**src/rtl/pif_flasher_pkg.sv**
```systemverilog
`default_nettype none
// ============================================================================
// Module      : pif_flasher_pkg
// Description : Shared encodings for the multi-channel LED flasher: channel
//               mode codes, per-channel FSM state codes and a helper that
//               sizes the channel-select field.
// Revision    : 1.0 - initial release
// ============================================================================
package pif_flasher_pkg;

    // Mode codes as they appear on the configuration bus.
    typedef enum logic [1:0] {
        MODE_OFF       = 2'd0,
        MODE_SOLID     = 2'd1,
        MODE_BLINK     = 2'd2,
        MODE_PWM_BLINK = 2'd3
    } mode_e;

    // Per-channel phase state.
    typedef enum logic [1:0] {
        ST_IDLE   = 2'd0,
        ST_ON_PH  = 2'd1,
        ST_OFF_PH = 2'd2
    } chan_state_e;

    // Width of the channel-select field; a single channel still gets one bit.
    function automatic int ch_width(input int n);
        return (n > 1) ? $clog2(n) : 1;
    endfunction

endpackage : pif_flasher_pkg
`default_nettype wire

```
**src/rtl/pif_flasher_chan.sv**
```systemverilog
`default_nettype none
// ============================================================================
// Module      : pif_flasher_chan
// Description : One LED channel: configuration registers, IDLE/ON_PH/OFF_PH
//               phase FSM, tick-driven phase counter and PWM compare.
// Ports       : clk, rst_n     - clock, async active-low reset (pre-synced)
//               i_wr           - load new configuration and restart
//               i_mode/i_on/i_off/i_duty - configuration fields
//               i_tick         - prescaler strobe
//               i_pwm_nxt      - value the shared PWM counter takes this edge
//               o_led          - registered LED drive, 1 = lit
// Revision    : 1.0 - initial release
// ============================================================================
module pif_flasher_chan
    import pif_flasher_pkg::*;
#(
    parameter int CW = 16,
    parameter int PW = 8
) (
    input  logic          clk,
    input  logic          rst_n,
    input  logic          i_wr,
    input  logic [1:0]    i_mode,
    input  logic [CW-1:0] i_on,
    input  logic [CW-1:0] i_off,
    input  logic [PW-1:0] i_duty,
    input  logic          i_tick,
    input  logic [PW-1:0] i_pwm_nxt,
    output logic          o_led
);

    chan_state_e   r_state, w_state_nxt;
    mode_e         r_mode,  w_mode_nxt;
    logic [CW-1:0] r_on,    w_on_nxt;
    logic [CW-1:0] r_off,   w_off_nxt;
    logic [CW-1:0] r_cnt,   w_cnt_nxt;
    logic [PW-1:0] r_duty,  w_duty_nxt;
    logic          r_led,   w_led_nxt;
    logic          w_blinking;

    // A zero-length phase is stretched to one tick so the counter never underflows.
    function automatic logic [CW-1:0] at_least_one(input logic [CW-1:0] v);
        return (v == '0) ? CW'(1) : v;
    endfunction

    assign w_blinking = (r_mode == MODE_BLINK) || (r_mode == MODE_PWM_BLINK);

    always_ff @(posedge clk or negedge rst_n) begin
        if (!rst_n) begin
            r_state <= ST_IDLE;
            r_mode  <= MODE_OFF;
            r_on    <= '0;
            r_off   <= '0;
            r_cnt   <= '0;
            r_duty  <= '0;
            r_led   <= 1'b0;
        end else begin
            r_state <= w_state_nxt;
            r_mode  <= w_mode_nxt;
            r_on    <= w_on_nxt;
            r_off   <= w_off_nxt;
            r_cnt   <= w_cnt_nxt;
            r_duty  <= w_duty_nxt;
            r_led   <= w_led_nxt;
        end
    end

    always_comb begin
        w_state_nxt = r_state;
        w_mode_nxt  = r_mode;
        w_on_nxt    = r_on;
        w_off_nxt   = r_off;
        w_cnt_nxt   = r_cnt;
        w_duty_nxt  = r_duty;
        w_led_nxt   = 1'b0;

        // A write takes priority over a coincident tick.
        if (i_wr) begin
            w_mode_nxt  = mode_e'(i_mode);
            w_on_nxt    = i_on;
            w_off_nxt   = i_off;
            w_duty_nxt  = i_duty;
            if (mode_e'(i_mode) == MODE_OFF) begin
                w_state_nxt = ST_IDLE;
                w_cnt_nxt   = '0;
            end else begin
                w_state_nxt = ST_ON_PH;
                w_cnt_nxt   = at_least_one(i_on);
            end
        end else if (i_tick && w_blinking && (r_state != ST_IDLE)) begin
            if (r_cnt <= CW'(1)) begin
                if (r_state == ST_ON_PH) begin
                    w_state_nxt = ST_OFF_PH;
                    w_cnt_nxt   = at_least_one(r_off);
                end else begin
                    w_state_nxt = ST_ON_PH;
                    w_cnt_nxt   = at_least_one(r_on);
                end
            end else begin
                w_cnt_nxt = r_cnt - CW'(1);
            end
        end

        // LED is computed from the post-edge state so it follows a write by one cycle.
        if (w_state_nxt == ST_ON_PH) begin
            case (w_mode_nxt)
                MODE_SOLID, MODE_BLINK: w_led_nxt = 1'b1;
                MODE_PWM_BLINK:         w_led_nxt = (i_pwm_nxt < w_duty_nxt);
                default:                w_led_nxt = 1'b0;
            endcase
        end
    end

    assign o_led = r_led;

endmodule : pif_flasher_chan
`default_nettype wire

```
**src/rtl/pif_multi_flasher.sv**
```systemverilog
`default_nettype none
// ============================================================================
// Module      : pif_multi_flasher
// Description : NCH independent LED flasher channels sharing a tick
//               prescaler and a free-running PWM counter, configured through
//               a valid/ready write port.
// Ports       : xclk       - clock
//               sys_rst    - async active-low reset
//               cfg_valid/cfg_ready - configuration write handshake
//               cfg_ch     - target channel (writes to cfg_ch >= NCH dropped)
//               cfg_mode/cfg_on/cfg_off/cfg_duty - channel configuration
//               led        - registered LED drive per channel
//               tick       - registered one-cycle prescaler strobe
// Revision    : 1.0 - initial release
// ============================================================================
module pif_multi_flasher
    import pif_flasher_pkg::*;
#(
    parameter int NCH      = 2,
    parameter int CW       = 16,
    parameter int PRESCALE = 1000,
    parameter int PW       = 8
) (
    input  logic                      xclk,
    input  logic                      sys_rst,
    input  logic                      cfg_valid,
    output logic                      cfg_ready,
    input  logic [ch_width(NCH)-1:0]  cfg_ch,
    input  logic [1:0]                cfg_mode,
    input  logic [CW-1:0]             cfg_on,
    input  logic [CW-1:0]             cfg_off,
    input  logic [PW-1:0]             cfg_duty,
    output logic [NCH-1:0]            led,
    output logic                      tick
);

    localparam int CHW = ch_width(NCH);
    localparam int PSW = $clog2(PRESCALE);

    logic [1:0]     r_rst_sync;
    logic           w_rst_n;
    logic [PSW-1:0] r_ps;
    logic           r_tick;
    logic [PW-1:0]  r_pwm;
    logic [PW-1:0]  w_pwm_nxt;
    logic           w_accept;

    // Reset asserts asynchronously everywhere but releases two xclk edges later.
    always_ff @(posedge xclk or negedge sys_rst) begin
        if (!sys_rst) begin
            r_rst_sync <= 2'b00;
        end else begin
            r_rst_sync <= {r_rst_sync[0], 1'b1};
        end
    end

    assign w_rst_n   = r_rst_sync[1];
    assign cfg_ready = w_rst_n;
    assign w_accept  = cfg_valid && cfg_ready;
    assign w_pwm_nxt = r_pwm + PW'(1);

    always_ff @(posedge xclk or negedge w_rst_n) begin
        if (!w_rst_n) begin
            r_ps   <= '0;
            r_tick <= 1'b0;
            r_pwm  <= '0;
        end else begin
            r_pwm <= w_pwm_nxt;
            if (r_ps == PSW'(PRESCALE - 1)) begin
                r_ps   <= '0;
                r_tick <= 1'b1;
            end else begin
                r_ps   <= r_ps + PSW'(1);
                r_tick <= 1'b0;
            end
        end
    end

    assign tick = r_tick;

    generate
        for (genvar gi = 0; gi < NCH; gi++) begin : g_chan
            logic w_wr;
            // Out-of-range channel codes match no instance and are dropped.
            assign w_wr = w_accept && (cfg_ch == CHW'(gi));

            pif_flasher_chan #(
                .CW (CW),
                .PW (PW)
            ) u_chan (
                .clk       (xclk),
                .rst_n     (w_rst_n),
                .i_wr      (w_wr),
                .i_mode    (cfg_mode),
                .i_on      (cfg_on),
                .i_off     (cfg_off),
                .i_duty    (cfg_duty),
                .i_tick    (r_tick),
                .i_pwm_nxt (w_pwm_nxt),
                .o_led     (led[gi])
            );
        end
    endgenerate

endmodule : pif_multi_flasher
`default_nettype wire

```
**config.mk**
```make
export PLATFORM = sky130hd
export DESIGN_NAME = pif_multi_flasher
export DESIGN_NICKNAME = d
export VERILOG_FILES = /design/src/rtl/pif_flasher_pkg.sv /design/src/rtl/pif_flasher_chan.sv /design/src/rtl/pif_multi_flasher.sv
export SDC_FILE = /design/constraint.sdc
export NUM_CORES = 1
export LEC_CHECK = 0
export ABC_AREA = 1
export CORE_ASPECT_RATIO = 0.6
export CORE_MARGIN = 3
export CORE_UTILIZATION = 51
export CTS_BUF_LIST = sky130_fd_sc_hd__clkbuf_16
export DETAILED_ROUTE_END_ITERATION = 7
export GPL_TIMING_DRIVEN = 0
export PLACE_DENSITY = 0.67
export SYNTH_ARGS = -nofsm -noshare
export SYNTH_HDL_FRONTEND = slang
export SYNTH_HIERARCHICAL = 1
export SYNTH_SLANG_ARGS = --single-unit
```
**constraint.sdc**
```tcl
create_clock -name xclk -period 4.9 [get_ports xclk]
set_input_delay 0.98 -clock xclk [delete_from_list [all_inputs] [get_ports xclk]]
set_output_delay 0.98 -clock xclk [all_outputs]
set_load 0.005 [all_outputs]
```
# --- Word-level counts from Yosys, hierarchy flattened ---
# Cells that the tools add are included.
classes:
  addsub: 4
  n_lt_le_gt_ge: 4
  n_eq_ne: 15
  n_mux: 33
  bitwise: 1
  reduce_logical: 21
op_table:
  columns: ["cell", "n"]
  rows:
  - ["$mux 16", 14]
  - ["$logic_not 16->1", 5]
  - ["$le 16x1->1 const B", 2]
  - ["$sub 16x1->16 const B", 2]
  - ["$mux 2", 10]
  - ["$eq 2x2->1 const B", 8]
  - ["$lt 8x8->1", 2]
  - ["$mux 8", 2]
  - ["$eq 2x1->1 const B", 6]
  - ["$add 10x1->10 const B", 1]
  - ["$eq 10x10->1 const B", 1]
  - ["$mux 10", 1]
  - ["$add 8x1->8 const B", 1]
  - ["$reduce_bool 2->1", 4]
  - ["$logic_and 1x1->1", 7]
  - ["$mux 1", 4]
  - ["$pmux 1 s2", 2]
  - ["$reduce_or 2->1", 2]
  - ["$logic_not 2->1", 1]
  - ["$logic_or 1x1->1", 2]
  - ["$not 1->1", 1]
totals:
  ff_bits: 143
  in_bits: 46
  output_inout_bits: 4

# --- Depth between registers and ports, before layout ---
depth:
  depth_word: 8
  mapped_depth: 17
  mapped_depth_nobuf: 15

# --- Modules after synthesis ---
# Netlist, hierarchy kept.
by_module_without_submodules:
  columns: ["mod", "instances", "cells_per_inst", "area_each_um2", "seq_area_each_um2"]
  rows:
  - ["pif_flasher_chan", 2, 529, 3771.1, 1526.5]
  - ["pif_multi_flasher", 1, 113, 977.2, 525.5]

# --- Worst setup path after synthesis ---
# OpenSTA, ideal clock, no wires.
synth_timing:
  kind: "register -> register"
  start: "register r_rst_sync[1]"
  end: "register g_chan[1].u_chan.r_led"
  setup_time_ns: 0.071
  t_arrival_ns: 5.459
  required_ns: 4.829
  setup_slack_ns: -0.630
  path_stages_with_launch: 18
  n_path_buf: 2
  path_cell_list: "dfrtp_1 > nand2_1 > nor2_1 > buf_2 > inv_1 > clkbuf_1 > or2_2 > o21ai_0 > ha_1 > nand2_1 > nand2_1 > nor2_1 > nand2_1 > a31oi_1 > nand2_1 > nand2_1 > nand2_1 > nor2_1"
synth_between:
  elab_chain_len: 7
synth_lines:
  columns: ["element", "line", "text"]
  rows:
  - ["start, declared", "pif_multi_flasher.sv:40", "logic [1:0] r_rst_sync;"]
  - ["start signal, assigned", "pif_multi_flasher.sv:53", "r_rst_sync <= {r_rst_sync[0], 1'b1};"]
  - ["$logic_and 1x1->1 *", "pif_multi_flasher.sv:59", "assign w_accept = cfg_valid && cfg_ready;"]
  - ["$logic_and 1x1->1 *", "pif_multi_flasher.sv:85", "assign w_wr = w_accept && (cfg_ch == CHW'(gi));"]
  - ["named net g_chan[1].w_wr", "pif_multi_flasher.sv:83", "logic w_wr;"]
  - ["parallel branches: the longest is 4 deep, another holds $lt 8x8->1", null, null]
  - ["$mux 1 *", "pif_flasher_chan.sv:105", "if (w_state_nxt == ST_ON_PH) begin"]
  - ["named net g_chan[1].u_chan.w_led_nxt", "pif_flasher_chan.sv:38", "logic r_led, w_led_nxt;"]
  - ["end signal, assigned", "pif_flasher_chan.sv:64", "r_led <= w_led_nxt;"]
  - ["end, declared", "pif_flasher_chan.sv:38", null]
# Mark *: on every way through the listed nets, which the timed path passes.
# A chain may end at the register's enable or synchronous reset.

# --- Worst setup path after layout ---
layout_timing:
  start: "input cfg_ch"
  end: "register g_chan[0].u_chan.r_led"
layout_between:
  elab_chain_len: 7
layout_lines:
  columns: ["element", "line", "text"]
  rows:
  - ["start, declared", "pif_multi_flasher.sv:28", "input logic [ch_width(NCH)-1:0] cfg_ch,"]
  - ["$not 1->1 *", "pif_multi_flasher.sv:85", null]
  - ["$logic_and 1x1->1 *", "pif_multi_flasher.sv:85", null]
  - ["named net g_chan[0].w_wr", "pif_multi_flasher.sv:83", null]
  - ["$mux 2 *", "pif_flasher_chan.sv:78", "if (i_wr) begin"]
  - ["named net g_chan[0].u_chan.w_mode_nxt[1]", "pif_flasher_chan.sv:33", "mode_e r_mode, w_mode_nxt;"]
  - ["$eq 2x1->1 or $eq 2x2->1 (tied branches)", "pif_flasher_chan.sv:106", "case (w_mode_nxt)"]
  - ["$reduce_or 2->1", "pif_flasher_chan.sv:106", null]
  - ["$pmux 1 s2 *", "pif_flasher_chan.sv:106", null]
  - ["$mux 1 *", "pif_flasher_chan.sv:105", null]
  - ["named net g_chan[0].u_chan.w_led_nxt", "pif_flasher_chan.sv:38", null]
  - ["end signal, assigned", "pif_flasher_chan.sv:64", null]
  - ["end, declared", "pif_flasher_chan.sv:38", null]
# The timed path passes the listed nets; every way through them passes the cells marked *.

==> reports/qor.yml <==
cts:
  cts_buffers: 17
  cts_tree: "yes"
  cts_buffer_depth: 2
  cts-root-buf: "clkbuf_16"
  hold_buffers: 0
  clk_pin_slew_ns: 0.06
  post-cts-setup-buffers: 0
  numClockSinks: 143
  htree_levels: 4
  cts.repair.resized: 0
  insertion_delay_ns: 0.43
detailed_routing:
  routed_wl_um: 26300
  routedWlPerCell_um: 17.8
  drt_iter0_markers: 1092
  vias: 8025
  drc: 0
  routed_via_density: 5.44
  antenna_left: 0
  drt_pass1_iterations: 6
global_route:
  grt_first_pass_wirelength_um: 41900
  overflow: 0
  antenna_found_initial: 0
  grt_usage_pct: 29.6
  grt_pass1_vias: 7494
  grt_start_max_net_pins: 68
setup_path:
  endpoint_kind: "flip-flop"
  crit_fanout: 10
  slowest_delay_ns: 0.61
  arrival_ns: 4.02
  crit_required_ns: 5.26
  cp_cell_sequence: "clkdlybuf4s50_1 -> nor2_1 -> buf_2 -> inv_1 -> clkbuf_1 -> buf_2 -> a21oi_1 -> inv_1 -> ha_1 -> nand2_1 -> nor2_1 -> nand2_1 -> a31oi_1 -> nand2_1 -> nand2_1 -> nand2_1 -> nor2_1"
  critPathLaunchType: "input port"
  critPathMostFrequentCell: "nand2_1"
  critPathSlowestCell: "clkbuf_1"
  criticalPathCategory: "in2reg"
layout:
  stdcell_area_um2: 9930
  fin_cells: 1476
  layout_common_cells: "nand2_1, inv_1, dfrtp_1, nor2_1, o21ai_0"
  diodes: 0
  drive_above_1_share_pct: 9.17
  nets: 1311
  area_growth_pct: 16.6
  final_common_cell: "nand2_1"
placed_design:
  place_area_um2: 9350
  gp_congestion: 1.02
  dp_hpwl_um: 20000
  numPortBuffers: 49
  placed_cells: 1444
synth:
  synth_top_cell_by_area: "dfrtp_1"
  syn_nets: 1241
  async_flop_share_pct: 100
  synth-edff-count: 0
  syn-cell-area_um2: 8520
  seq_area_frac_synth_pct: 42.0
  synth_top_area_share_pct: 42.0
  ys_types: 38
  synth_cells: 1171
  syn_avg_cell_area_um2: 7.28
  ys_top_cells_by_area: "dfrtp_1, nand2_1, inv_1"
  ys_ff_latch: 143
  yosys_warnings: 6
  synth_flop_cell: "dfrtp_1"
sta:
  period_needed_ns: 3.66
  timing.clock.skew_ns: 0.0109
  fin_crit_sh_pct: 74.7
  fmax_ghz: 0.273
  tightest_slew_ns: 0.775
  max_slew_margin_pct: 48.3
  setup_viol: 0
  timing.final.max_slew_violations: 0
  final-hold-violation-count: 0
  rsz0062_at_grt: "false"
pwr:
  p_leak_nw: 4.90
  pwr_density_cell_nw_per_um2: 369
  power_w: 0.00367
  vdd_ir_drop_max_mv: 0.243
floorplan:
  fp.coreArea_um2: 15900
  io-pin-count: 50
  fp.dieW_um: 173
  start_util_pct: 53.7
  rows: 35
  fp.dieH_um: 106
  die_area_um2: 18300
worst_hold_path:
  holdCritPathClass: "reg2async"
outcome:
  status: "finished, final reports clean"
job:
  maxCapViolCount: 0
## kinds of logic after synthesis
kind of cell	after synthesis	share of synthesized area [%]
buf+inv	203	10.0
xor+xnor	12	1.23
flops	143	42.0
compound gates	194	12.7
simple gates	594	30.4
fa+ha+maj	24	3.52
other cells	1	0.0440
## registers in the layout (all words and copies together), names as in the netlist
register / cells
g_chan.u_chan/o_led: 2
g_chan.u_chan/r_cnt: 32
g_chan.u_chan/r_duty: 16
g_chan.u_chan/r_mode: 4
g_chan.u_chan/r_off: 32
g_chan.u_chan/r_on: 32
g_chan.u_chan/r_state: 4
r_ps: 10
r_pwm: 8
r_rst_sync: 2
tick: 1
## power breakdown
group          total, W  internal (W)  switching [W]  leakage (nW)
sequential      0.00153       0.00137       0.000159          1.71
clock           0.00132      0.000758       0.000558         0.280
combinational  0.000823      0.000296       0.000527          2.91
total           0.00367       0.00242        0.00124          4.90
## synthesized netlist by cell type (4+ instances only)
master	n
o211ai_1	8
a22oi_2	6
nand2_2	5
xnor2_1	4
dfrtp_1	143
xor2_1	8
nand2_1	317
a21oi_1	54
or2_2	16
nor2_1	139
clkbuf_1	22
nand4_1	13
ha_1	24
nor2_4	6
inv_1	163
nand3_2	4
buf_2	8
nand3_1	75
a21oi_2	8
nor2_2	9
o21ai_0	108
## stage by stage
step / util, % / setup TNS, ns / worst slack (ns) / hold WS, ns
floorplan: - / 0 / 0.857 / 0.331
global placement: 58.6 / -1.14 / -0.575 / 0.333
detailed placement: 59.0 / 0 / 0.879 / 0.180
CTS: 62.7 / 0 / 1.31 / 0.183
global route: 62.7 / 0 / 0.929 / 0.193
finish: 62.7 / 0 / 1.24 / 0.181
## final cells by class
type / count / area (um2)
Sequential cell: 143 / 3580
Clock buffer: 17 / 425
Timing Repair Buffer: 51 / 546
Inverter: 167 / 652
Fill cell: 1459 / 5920
Clock inverter: 15 / 163
Tap cell: 222 / 278
Multi-Input combinational cell: 825 / 4090
Buffer: 36 / 200
## path summary, 6_finish.rpt
kind                       depth (start not counted)          start  slack, ns                endpoint
max                                               17         cfg_ch       1.24  g_chan[0].u_chan/o_led
min in group xclk                                  0  r_rst_sync[0]       0.35           r_rst_sync[1]
max reg2reg                                       18  r_rst_sync[1]       1.26  g_chan[0].u_chan/o_led
min                                                0  r_rst_sync[1]       0.18                 r_ps[1]
max in group asynchronous                          1        sys_rst       4.05           r_rst_sync[1]
min reg2reg                                        0  r_rst_sync[1]       0.18                 r_ps[1]
## critical path, delay by kind of cell
family | cells | cell delay (ns)
adder cells (fa/ha/maj) | 1 | 0.19
AO/OA/AOI/OAI | 2 | 0.33
buffers and inverters | 6 | 1.93
AND/OR/NAND/NOR | 8 | 0.57
## routing by layer
layer	track usage, %	up-vias	share of wire [%]
li1	-	3834	-
met1	47.5	3768	51
met2	35.8	395	35
met3	11.8	28	13
met4	6.13	0	1.1
met5	0	-	0
Power figures use the tool's default switching activity.
==> patch (same settings) <==
Re-encode `chan_state_e` (3 states) as one-hot, 3 bits wide.
--- a/src/rtl/pif_flasher_pkg.sv
+++ b/src/rtl/pif_flasher_pkg.sv
@@ -17,10 +17,10 @@
     } mode_e;
 
     // Per-channel phase state.
-    typedef enum logic [1:0] {
-        ST_IDLE   = 2'd0,
-        ST_ON_PH  = 2'd1,
-        ST_OFF_PH = 2'd2
+    typedef enum logic [2:0] {
+        ST_IDLE   = 3'b001,
+        ST_ON_PH  = 3'b010,
+        ST_OFF_PH = 3'b100
     } chan_state_e;
 
     // Width of the channel-select field; a single channel still gets one bit.
Formal check against the unedited RTL: no difference found for any inputs over 10 cycles, from zero or initial values and one cycle with sys_rst low; not proved beyond that.
==> patch against the unedited design <==
Synthesized cell count is 1.4% lower. Total power rose by 6.0%. Sequential cell count up 2. Routed wire length shrank 0.10%. Fmax increased by 11%. Register-to-register slack better by 0.33 ns. Cell area increased by 0.34%. Synthesized area is 0.25% lower. Combinational power up 9.4%. Sequential share of layout area is 0.40 points higher. Worst setup slack better by 0.35 ns. Worst hold slack better by 0.023 ns. Largest power group unchanged.
==> patch: results (changes against the unedited design) <==
status: "complete, no violations"
drt_iter0_drc: 919  # -16%
post_route_cells_drive_above_1_share_pct: 9.29  # +0.12 points
synth-adder-area-share_pct: 3.53  # +0.0088 points
wl_met2_um: 9720  # +5.9%
final.period_utilization_pct: 67.5  # -7.2 points
crit_fanout: 64  # +54
critPathArrivalTime_ns: 3.66  # -0.36 ns
filler_cell_count: 1422  # -2.5%
met3_wirelength_um: 3180  # -7.5%
measured_slew_at_the_worst_slew_check_pin_ns: 0.815  # +0.0395 ns
power.ir.vdd_worst_uv: 284  # +17%
synth.top_cells.by_count: "296 x nand2_1, 154 x inv_1, 143 x dfrtp_1"
origin_of_the_worst_setup_path: "r_rst_sync[1]"
sum_of_net_half_perimeters_after_detailed_placement_um: 19400  # -3.3%
timing.critical_path.slowest_stage_cell: "dfrtp_4"
groute.layer.met3.usage_pct: 10.9  # -0.86 points
fin_worst_hold_slack_ns: 0.204  # +0.0229 ns
comb_power_share_pct: 23.1  # +0.7 points
crit_end: "g_chan[0].u_chan/o_led"
path_clk_slew_ns: 0.07
synth.net_count: 1225  # -1.3%
grtUsageTotal_pct: 29.5  # -0.054 points
internal_power_mw: 2.62  # +8.0%
met1Wirelength_um: 13000  # -3.4%
pre_cts_slack_ns: 1.23  # +0.355 ns
yosysUniqueCellTypes: 38  # unchanged
synth_top_cells_by_area: "dfrtp_1 42%, nand2_1 13%, inv_1 6.8%"
synth.mux.area_fraction_pct: 0  # unchanged
post_synth_xor_area_fraction_pct: 2.37  # +1.1 points
timing.clock.skew_ns: 0.00880  # -0.00211 ns
use_met2_pct: 37.1  # +1.3 points
drt_first_pass_iters: 5  # -1
num-nets-final: 1295  # -1.2%
route.detailed.wl_per_inst_um: 18.0  # +0.99%
synth-compound-area-share_pct: 13.8  # +1.1 points
sw_frac_of_total_pct: 32.7  # -1.2 points
grt_pass1_vias: 7305  # -2.5%
groute.layer.met1.usage_pct: 46.1  # -1.5 points
sequential_to_total_area_share_from_yosys_stat_pct: 42.7  # +0.72 points
seq_power_mw: 1.55
place_congestion: 0.921  # -9.4%
cts_made_buffers: 17  # unchanged
reg.largest.list: "g_chan.u_chan/r_cnt x32, g_chan.u_chan/r_off x32, g_chan.u_chan/r_on x32"
ff2ff_path_depth: 16  # -2
cts.path.max_buffers: 2  # unchanged
largest_net_degree_at_the_start_of_global_routing: 66  # -2.9%
grt_first_pass_wirelength_um: 41600  # -0.77%
dr_top_layer: "met4"
path_delay_family: "simple AND/OR/NAND/NOR gates"
rrSetupSlack_ns: 1.59  # +0.33 ns
slowest_delay_ns: 0.59  # -0.02 ns
p_leak_nw: 4.81  # -1.8%
via_per_inst: 5.40  # -0.63%
## patch: changes by cell type after synthesis, sizes merged, moves of 8 or more
cell   unedited run  this run
a22oi             8        16
nand3            79        59
nand2           326       304
a21oi            62        32
a31oi             2        30
inv             165       156
xor2              8        20
## patch: area by class of cell
type	instances	area, µm²	area share (%)
Timing Repair Buffer	51	546	5.47
Tap cell	222	278	2.79
Inverter	158	593	5.95
Sequential cell	145	3630	36.5
Clock inverter	15	218	2.18
Multi-Input combinational cell	810	4080	40.9
Clock buffer	17	425	4.27
Buffer	42	199	2.00
## patch: per-stage QoR
step / TNS, ns / cells / area [µm²]
final: 0 / 1460 / 9970
after global routing: 0 / 1460 / 9970
after CTS: 0 / 1460 / 9970
after detailed placement: 0 / 1428 / 9330
after global placement: -1.02 / 1426 / 9270
after floorplan: 0 / 1155 / 8500
